File: src/rtl/hazard_if.sv
// Pipeline hazard control bundle: memory/branch/load-use requests in,
// stage enables, flushes, fault and performance counters out.
interface hazard_if #(
    parameter int CNT_WIDTH = 16
);
    logic                 mem_busy_i;
    logic                 branch_taken_e_i;
    logic                 load_use_i;
    logic                 en_f_o;
    logic                 en_d_o;
    logic                 flush_d_o;
    logic                 flush_e_o;
    logic                 fault_o;
    logic [CNT_WIDTH-1:0] stall_cnt_o;
    logic [CNT_WIDTH-1:0] flush_cnt_o;

    modport master (
        output mem_busy_i, branch_taken_e_i, load_use_i,
        input  en_f_o, en_d_o, flush_d_o, flush_e_o, fault_o, stall_cnt_o, flush_cnt_o
    );

    modport slave (
        input  mem_busy_i, branch_taken_e_i, load_use_i,
        output en_f_o, en_d_o, flush_d_o, flush_e_o, fault_o, stall_cnt_o, flush_cnt_o
    );
endinterface

File: src/rtl/hazard_controller.sv
// Pipeline hazard controller: boot flush, stall/bubble/flush arbitration,
// memory-wait timeout fault and saturating stall/flush performance counters.
module hazard_controller #(
    parameter int CNT_WIDTH   = 16,
    parameter int MAX_WAIT    = 16,
    parameter int BOOT_CYCLES = 2
) (
    input  logic    clk,
    input  logic    rst_n_i,
    hazard_if.slave hz
);
    typedef enum logic [1:0] {BOOT, RUN, MEM_WAIT, FAULT} state_t;

    localparam logic [3:0] BOOT_LAST = 4'(BOOT_CYCLES - 1);
    localparam logic [7:0] WAIT_MAX  = 8'(MAX_WAIT);

    state_t               state_q, state_d;
    logic [7:0]           wait_q, wait_d;
    logic [3:0]           boot_q, boot_d;
    logic                 fault_q;
    logic [CNT_WIDTH-1:0] stall_q, flush_q;
    logic                 en_f, en_d, flush_d, flush_e;
    logic                 in_run;

    always_comb begin
        state_d = state_q;
        wait_d  = wait_q;
        boot_d  = boot_q;
        en_f    = 1'b0;
        en_d    = 1'b1;
        flush_d = 1'b1;
        flush_e = 1'b1;
        case (state_q)
            BOOT: begin
                boot_d = boot_q + 4'd1;
                if (boot_q == BOOT_LAST) state_d = RUN;
            end
            RUN, MEM_WAIT: begin
                if (hz.mem_busy_i) begin
                    en_d    = 1'b0;
                    flush_d = 1'b0;
                    flush_e = 1'b0;
                    // wait_q counts busy cycles, including the one seen in RUN
                    wait_d  = (state_q == RUN) ? 8'd1 : wait_q + 8'd1;
                    state_d = (state_q == MEM_WAIT && wait_d == WAIT_MAX) ? FAULT : MEM_WAIT;
                end else begin
                    state_d = RUN;
                    wait_d  = 8'd0;
                    if (hz.branch_taken_e_i) begin
                        en_f = 1'b1;
                    end else if (hz.load_use_i) begin
                        en_d    = 1'b0;
                        flush_d = 1'b0;
                    end else begin
                        en_f    = 1'b1;
                        flush_d = 1'b0;
                        flush_e = 1'b0;
                    end
                end
            end
            FAULT: en_d = 1'b0;
            default: begin
                en_d    = 1'b0;
                state_d = FAULT;
            end
        endcase
    end

    assign in_run = (state_q == RUN) || (state_q == MEM_WAIT);

    always_ff @(posedge clk or negedge rst_n_i) begin
        if (!rst_n_i) begin
            state_q <= BOOT;
            wait_q  <= '0;
            boot_q  <= '0;
            fault_q <= 1'b0;
            stall_q <= '0;
            flush_q <= '0;
        end else begin
            state_q <= state_d;
            wait_q  <= wait_d;
            boot_q  <= boot_d;
            fault_q <= fault_q | (state_d == FAULT);
            if (!en_d && stall_q != '1)            stall_q <= stall_q + 1'b1;
            if (in_run && flush_d && flush_q != '1) flush_q <= flush_q + 1'b1;
        end
    end

    assign hz.en_f_o      = en_f;
    assign hz.en_d_o      = en_d;
    assign hz.flush_d_o   = flush_d;
    assign hz.flush_e_o   = flush_e;
    assign hz.fault_o     = fault_q;
    assign hz.stall_cnt_o = stall_q;
    assign hz.flush_cnt_o = flush_q;
endmodule

File: src/flat_wrapper.sv
// flat-port wrapper written by rule: the top's interface ports become plain ports
module hazard_controller_flat 
#(
    parameter int CNT_WIDTH   = 16,
    parameter int MAX_WAIT    = 16,
    parameter int BOOT_CYCLES = 2
)
  (clk, rst_n_i, hz_mem_busy_i, hz_branch_taken_e_i, hz_load_use_i, hz_en_f_o, hz_en_d_o, hz_flush_d_o, hz_flush_e_o, hz_fault_o, hz_stall_cnt_o, hz_flush_cnt_o);
  hazard_if #(.CNT_WIDTH(CNT_WIDTH)) hz_i ();
  input  logic clk;
  input  logic rst_n_i;
  input wire logic [$bits(hz_i.mem_busy_i)-1:0] hz_mem_busy_i;
  input wire logic [$bits(hz_i.branch_taken_e_i)-1:0] hz_branch_taken_e_i;
  input wire logic [$bits(hz_i.load_use_i)-1:0] hz_load_use_i;
  output wire logic [$bits(hz_i.en_f_o)-1:0] hz_en_f_o;
  output wire logic [$bits(hz_i.en_d_o)-1:0] hz_en_d_o;
  output wire logic [$bits(hz_i.flush_d_o)-1:0] hz_flush_d_o;
  output wire logic [$bits(hz_i.flush_e_o)-1:0] hz_flush_e_o;
  output wire logic [$bits(hz_i.fault_o)-1:0] hz_fault_o;
  output wire logic [$bits(hz_i.stall_cnt_o)-1:0] hz_stall_cnt_o;
  output wire logic [$bits(hz_i.flush_cnt_o)-1:0] hz_flush_cnt_o;
  assign hz_i.mem_busy_i = hz_mem_busy_i;
  assign hz_i.branch_taken_e_i = hz_branch_taken_e_i;
  assign hz_i.load_use_i = hz_load_use_i;
  assign hz_en_f_o = hz_i.en_f_o;
  assign hz_en_d_o = hz_i.en_d_o;
  assign hz_flush_d_o = hz_i.flush_d_o;
  assign hz_flush_e_o = hz_i.flush_e_o;
  assign hz_fault_o = hz_i.fault_o;
  assign hz_stall_cnt_o = hz_i.stall_cnt_o;
  assign hz_flush_cnt_o = hz_i.flush_cnt_o;
  hazard_controller #(.CNT_WIDTH(CNT_WIDTH), .MAX_WAIT(MAX_WAIT), .BOOT_CYCLES(BOOT_CYCLES)) u_core (.clk(clk), .rst_n_i(rst_n_i), .hz(hz_i));
endmodule
File: config.mk
export PLATFORM = sky130hd
export DESIGN_NAME = hazard_controller_flat
export DESIGN_NICKNAME = d
export VERILOG_FILES = /design/src/rtl/hazard_if.sv /design/src/rtl/hazard_controller.sv /design/src/flat_wrapper.sv
export SDC_FILE = /design/constraint.sdc
export NUM_CORES = 1
export LEC_CHECK = 0
export CAP_MARGIN = 40
export CORE_MARGIN = 1
export CORE_UTILIZATION = 53
export DETAILED_ROUTE_END_ITERATION = 10
export GPL_TIMING_DRIVEN = 0
export HOLD_SLACK_MARGIN = 0.12
export PLACE_DENSITY_LB_ADDON = 0.05
export SYNTH_ARGS = -nofsm -noshare
export SYNTH_HDL_FRONTEND = slang
export SYNTH_SLANG_ARGS = --single-unit
File: constraint.sdc
create_clock -name clk -period 2.17 [get_ports clk]
set_input_delay 0.217 -clock clk [delete_from_list [all_inputs] [get_ports clk]]
set_output_delay 0.217 -clock clk [all_outputs]
set_load 0.01 [all_outputs]
==> flow_metrics.py, run 1 <==
metrics = {
    "setup_path": {
        "r2r-end": "u_core.hz.stall_cnt_o[1]",
        "startpoint_type": "register",
        "cp_max_fo": 10,
        "critPathArrivalTime_ns": 1.89,
        "reg2reg_from": "u_core.hz.stall_cnt_o[1]",
        "worstSetupPathType": "register to primary output",
        "end_kind": "primary output",
        "worst-r2r-setup-slack_ns": 0.16,
        "rr_worst_depth": 5,
        "crit_required_ns": 1.95,
    },
    "detailed_routing": {
        "wirelength_um": 4648,
        "vias": 1891,
        "drtIter0Drc": 82,
        "via_per_inst": 5.529,
        "ant_nets": 0,
        "routedWlPerCell_um": 13.59,
        "drcViolationCount": 0,
        "drtPass1Iterations": 4,
    },
    "logic_synthesis": {
        "yosysUniqueCellTypes": 44,
        "synth.area.top_cells": "dfrtp_1, xnor2_1, ha_1",
        "ys.flop_type": "dfrtp_1",
        "async_reset_ff_frac": 1.000,
        "yosys_register_bits": 47,
        "synth.top_cells.by_count": "dfrtp_1, xnor2_1, nand2_1, nand3_1",
        "yosys_warnings": 0,
        "synth_cells": 235,
        "syn_nets": 249,
        "post-synth-top-count-cell": "dfrtp_1",
        "synth-edff-count": 0,
        "avgSynthCellArea_um2": 10.40,
        "netlist_area_um2": 2444,
        "synth_top_area_cell": "dfrtp_1",
        "yosys.area.top_type_share": 0.4813,
        "yosysSeqAreaShare": 0.4813,
    },
    "die": {
        "rows": 24,
        "start_util": 0.5574,
        "die_w_um": 69.90,
        "die_area_um2": 4886,
        "ios": 42,
        "die_y_um": 69.90,
        "core_region_area_um2": 4384,
    },
    "power_and_ir_drop": {
        "power.density_nw_per_um2": 460.9,
        "finalPower_uw": 1422,
        "p_clk_frac": 0.359,
        "p_int_uw": 1114,
        "p_sw_uw": 308.5,
        "p_sw_frac": 0.2169,
        "pwr-share-seq": 0.615,
        "ir_worst_vdd_v": 0.0003457,
        "p_comb_frac": 0.026,
        "cellLeakagePower_uw": 0.001400,
    },
    "global_route": {
        "grtUsageTotal": 0.2076,
        "grt.overflow.total": 0,
        "antenna_found_initial": 0,
        "first_global_vias": 1710,
        "grt_max_degree": 39,
        "grt_first_pass_wirelength_um": 8004,
    },
    "finish": {
        "fill_cells": 367,
        "drive_above_1_share": 0.1103,
        "multi_input_area_um2": 1215,
        "diodes": 0,
        "nets": 303,
        "regArea_um2": 1176,
        "area_delta_synth_final_pct": 26.27,
        "final_cell_area_um2": 3085,
    },
    "cts": {
        "clk_pin_slew_worst_paths_ns": 0.08,
        "clock_path_buffers": 2,
        "clkSinkCount": 47,
        "cts_made_buffers": 5,
        "insertion_delay_ns": 0.30,
        "cts_root_buf": "clkbuf_8",
        "tritoncts": "built",
        "htreeDepth": 2,
    },
    "timing": {
        "relSlewSlack": 0.6950,
        "slew_viol_final": 0,
        "setup_ws_ns": 0.06314,
        "rsz0062_at_grt": "no",
        "fmax_mhz": 474.6,
        "finalHoldViolations": 0,
        "finalCritPeriodShare": 0.9709,
        "skew_ns": 0.009579,
        "fin_crit_ns": 2.107,
        "tightestPinTransition_ns": 0.4525,
        "tns_ns": 0,
        "finalSetupViolCount": 0,
    },
    "flow_run": {
        "cap_violations": 0,
    },
    "placed_design": {
        "placed_area_um2": 2934,
        "dp_slack_ns": -0.2414,
        "io_buffers": 41,
        "hpwl_um": 3372,
        "place_congestion": 0.7697,
    },
    "hold_path": {
        "hold_path.class": "primary input to asynchronous set/reset pin",
    },
    "status": {
        "status": "completed",
    },
}
## logic make-up (layout without fill, tap and decap cells)
group	count (synthesis)	count (layout)	synth area share
AOI/OAI and AO/OA	35	35	0.1029
and+or+nand+nor	91	91	0.2099
DFF	47	47	0.4813
adders and majority gates	9	9	0.04608
buffers and inverters	18	73	0.02919
xor gates and xnor gates	31	31	0.1111
muxes	4	4	0.01945
## layout make-up
cell class	instances	share of cell area
plain buffers	5	0.01054
repair buffers	47	0.1513
inverters	13	0.01582
clock buffers	7	0.02474
well taps	52	0.02109
multi-input cells	170	0.3938
flip-flops and latches	47	0.3812
clock inverters	1	0.001622
## state kept, by name, indices dropped and copies added, names as in the netlist
signal / cells
u_core.state_q: 2
u_core.hz.fault_o: 1
u_core.hz.flush_cnt_o: 16
u_core.boot_q: 4
u_core.hz.stall_cnt_o: 16
u_core.wait_q: 8
## worst max-delay path: stages (launching register included)
cell and delay (ns):
dfrtp_1 0.40, inv_2 0.10, ha_4 0.22, clkbuf_8 0.16
o21ai_0 0.12, clkdlybuf4s50_1 0.59
## worst max-delay path by stage
stage                       from                        end  slack, ns  cells past startpoint
6_report       u_core.state_q[1]               hz_flush_d_o       0.06                      5
5_1_grt        u_core.state_q[1]               hz_flush_d_o       0.04                      5
4_1_cts        u_core.state_q[1]                  hz_en_d_o       0.02                      5
3_5_place_dp   u_core.state_q[0]               hz_flush_e_o      -0.24                      6
3_3_place_gp             rst_n_i           u_core.boot_q[0]      -0.42                      1
2_1_floorplan  u_core.state_q[0]  u_core.hz.stall_cnt_o[12]       0.14                      7
## per-stage QoR
| step | instances | hold slack [ns] | util |
|---|---|---|---|
| 6_report | 342 | 0.3084 | 0.7038 |
| 5_1_grt | 342 | 0.3230 | 0.7038 |
| 4_1_cts | 342 | 0.2986 | 0.7018 |
| 3_5_place_dp | 329 | 0.1025 | 0.6692 |
| 3_3_place_gp | 328 | 0.4524 | 0.6658 |
| 2_1_floorplan | 235 | -0.07859 | - |
## power groups by stage
| stage | logic [uW] | registers, uW | clock network (uW) |
|---|---|---|---|
| global placement | 32.9 | 893 | 0 |
| CTS | 37.9 | 875 | 536 |
| detailed placement | 36.5 | 892 | 0 |
| floorplan | 4.93 | 893 | 0 |
| global route | 42.0 | 875 | 562 |
| finish | 36.3 | 875 | 511 |
## placed cells by master, fill, tap and decap left out, drive strengths merged, types with 2 or more instances in the layout
master	n
nor3	6
and4	4
mux2	3
nor2b	4
nand4	15
xor2	10
nor2	13
and3	6
ha	9
o21ai	11
nand2	18
o22ai	5
a21o	2
nor4	2
a31oi	3
xnor2	21
a22o	2
inv	13
nand2b	4
clkbuf	11
a21oi	4
buf	7
nand3	15
dfrtp	47
clkdlybuf4s50	38
## repair_timing
item,4_1_cts,5_1_grt
pin swaps,2,0
endpoints found under the hold margin,47,0
hold buffers,1,0
resized for setup,8,2
setup endpoints to repair,8,4
setup buffers,4,0
## metal layers
layer  track usage  wire [um]
met5             0          0
met4       0.08000         61
met3       0.04618        127
met2        0.3184       2155
met1        0.2887       2304
No activity file was read; power rests on OpenSTA's default activity.
==> inputs of run 2 (changes only) <==
--- a/config.mk
+++ b/config.mk
@@ -11,7 +11,8 @@
 export DETAILED_ROUTE_END_ITERATION = 10
 export GPL_TIMING_DRIVEN = 0
 export HOLD_SLACK_MARGIN = 0.12
-export PLACE_DENSITY_LB_ADDON = 0.05
+export PLACE_DENSITY = 0.8
+export RECOVER_POWER = 25
 export SYNTH_ARGS = -nofsm -noshare
 export SYNTH_HDL_FRONTEND = slang
 export SYNTH_SLANG_ARGS = --single-unit
==> run 2 against run 1 <==
  * Global-route usage increased by 0.78 points
  * Register-to-register slack worse by 0.04 ns
  * Clock skew down 0.0022 ns
  * Cell area increased by 1.1%
  * Critical path type is now register to register
==> flow_metrics.py, run 2 (synthesized netlist as in run 1, its figures left out) <==
metrics = {
    "status": {
        "status": "completed",
    },
    "finish": {
        "mostFrequentLayoutCell": "dfrtp_1",
        "postLayoutCoreUtil": 0.7112,
        "drive_above_1_share": 0.1168,
        "final_cell_mix": "dfrtp_1, clkdlybuf4s50_1, xnor2_1, nand2_1, nand3_1",
        "nets": 304,
        "stdcell_count": 343,
        "area_delta_synth_final_pct": 27.60,
        "fill_cells": 361,
        "diodes": 0,
    },
    "timing": {
        "finalHoldViolations": 0,
        "whs_ns": 0.4732,
        "finalSetupViolCount": 0,
        "relSlewSlack": 0.3931,
        "finalCritPeriodShare": 0.9453,
        "rsz0062_at_grt": "no",
        "fmax_mhz": 487.5,
        "setup_ws_ns": 0.1187,
        "tns_ns": 0,
        "fin_crit_ns": 2.051,
        "skew_ns": 0.007416,
        "tightestPinTransition_ns": 0.9104,
        "slew_viol_final": 0,
    },
    "detailed_routing": {
        "drtIter0Drc": 87,
        "wirelength_um": 4872,
        "drtPass1Iterations": 4,
        "routedWlPerCell_um": 14.20,
        "via_per_inst": 5.615,
        "ant_nets": 0,
        "drcViolationCount": 0,
        "vias": 1926,
    },
    "setup_path": {
        "max_stage_delay_ns": 0.38,
        "path_buf_inv": 3,
        "worstSetupPathType": "register to register",
        "startpoint_type": "register",
        "cp_top_family": "simple AND/OR/NAND/NOR gates",
        "critPathArrivalTime_ns": 2.23,
        "cp_max_fo": 6,
        "crit_path_top_delay_cell": "dfrtp_1",
        "end_kind": "register",
        "cp_cell_sequence": "inv_2, ha_4, buf_4, and3b_1, buf_4, and4_4, o2111a_2, nand4_1, xnor2_1",
        "crit_required_ns": 2.35,
        "crit_top_cell": "buf_4",
    },
    "placed_design": {
        "io_buffers": 41,
        "place_inst": 329,
        "hpwl_um": 3639,
        "place_congestion": 0.8080,
        "dp_slack_ns": -0.2112,
    },
    "global_route": {
        "grtUsageTotal": 0.2154,
        "grt_max_degree": 32,
        "first_global_vias": 1885,
        "grt_first_pass_wirelength_um": 8521,
        "grt.overflow.total": 0,
        "antenna_found_initial": 0,
    },
    "die": {
        "core_region_area_um2": 4384,
        "die_y_um": 69.90,
        "ios": 42,
        "die_area_um2": 4886,
        "die_w_um": 69.90,
        "rows": 24,
        "start_util": 0.5574,
    },
    "power_and_ir_drop": {
        "p_clk_frac": 0.418,
        "p_int_uw": 1257,
        "ir_worst_vdd_v": 0.0002476,
        "p_comb_frac": 0.021,
        "pwr-share-seq": 0.561,
        "cellLeakagePower_uw": 0.001435,
        "power.density_nw_per_um2": 500.5,
        "p_sw_frac": 0.1947,
        "p_sw_uw": 303.9,
    },
    "cts": {
        "cts_root_buf": "clkbuf_8",
        "htreeDepth": 2,
        "cts_made_buffers": 5,
        "clk_pin_slew_worst_paths_ns": 0.09,
        "clock_path_buffers": 2,
        "insertion_delay_ns": 0.29,
        "clkSinkCount": 47,
        "tritoncts": "built",
    },
    "flow_run": {
        "cap_violations": 0,
    },
    "hold_path": {
        "hold_path.class": "register to register",
    },
}
## run 2: path summary, 6_finish.rpt
path	slack, ns	end	from	cells after the start
max in group asynchronous	0.34	u_core.hz.flush_cnt_o[3]	rst_n_i	3
max reg2reg	0.12	u_core.hz.flush_cnt_o[13]	u_core.state_q[0]	9
min reg2reg	0.47	u_core.boot_q[3]	u_core.boot_q[3]	1
max	0.12	u_core.hz.flush_cnt_o[13]	u_core.state_q[0]	9
min	0.47	u_core.boot_q[3]	u_core.boot_q[3]	1
min in group asynchronous	0.59	u_core.wait_q[1]	rst_n_i	2
## run 2: metrics by stage
| stage | instance area [um2] | power, uW |
|---|---|---|
| 2_1_floorplan | 2444 | 897.6 |
| 3_3_place_gp | 2919 | 925.4 |
| 3_5_place_dp | 2934 | 929.4 |
| 4_1_cts | 3120 | 1577 |
| 5_1_grt | 3118 | 1610 |
| 6_report | 3118 | 1561 |
## run 2: repair_timing
item,in CTS,in global routing
pin swaps,2,0
endpoints found under the hold margin,16,0
buffers inserted,5,0
setup endpoints to repair,13,6
hold buffers,1,0
gates resized for setup,8,4
## run 2: routing by layer
layer  track usage  up-vias  routed length (um)
met5             0        -                   0
met4       0.06222        0                  24
met3       0.03608        2                 186
met2        0.3590       39                2425
met1        0.2905      937                2235
li1              -      948                   -
## run 2: power by group through the flow
| stage | clock network (uW) | registers, uW | logic (uW) |
|---|---|---|---|
| 6_report | 653 | 875 | 33.1 |
| 5_1_grt | 697 | 875 | 38.7 |
| 4_1_cts | 664 | 875 | 38.3 |
| 3_5_place_dp | 0 | 892 | 37.0 |
| 3_3_place_gp | 0 | 893 | 32.8 |
| 2_1_floorplan | 0 | 893 | 4.93 |
## run 2: cell type report
type	count	area, um2	area share
clock inverter	2	35.03	0.01124
tap	52	65.06	0.02087
clock buffer	6	82.58	0.02648
buffer	5	32.53	0.01043
inverter	13	48.80	0.01565
timing repair buffer	48	462.9	0.1485
sequential	47	1176	0.3772
multi-input combinational	170	1215	0.3896
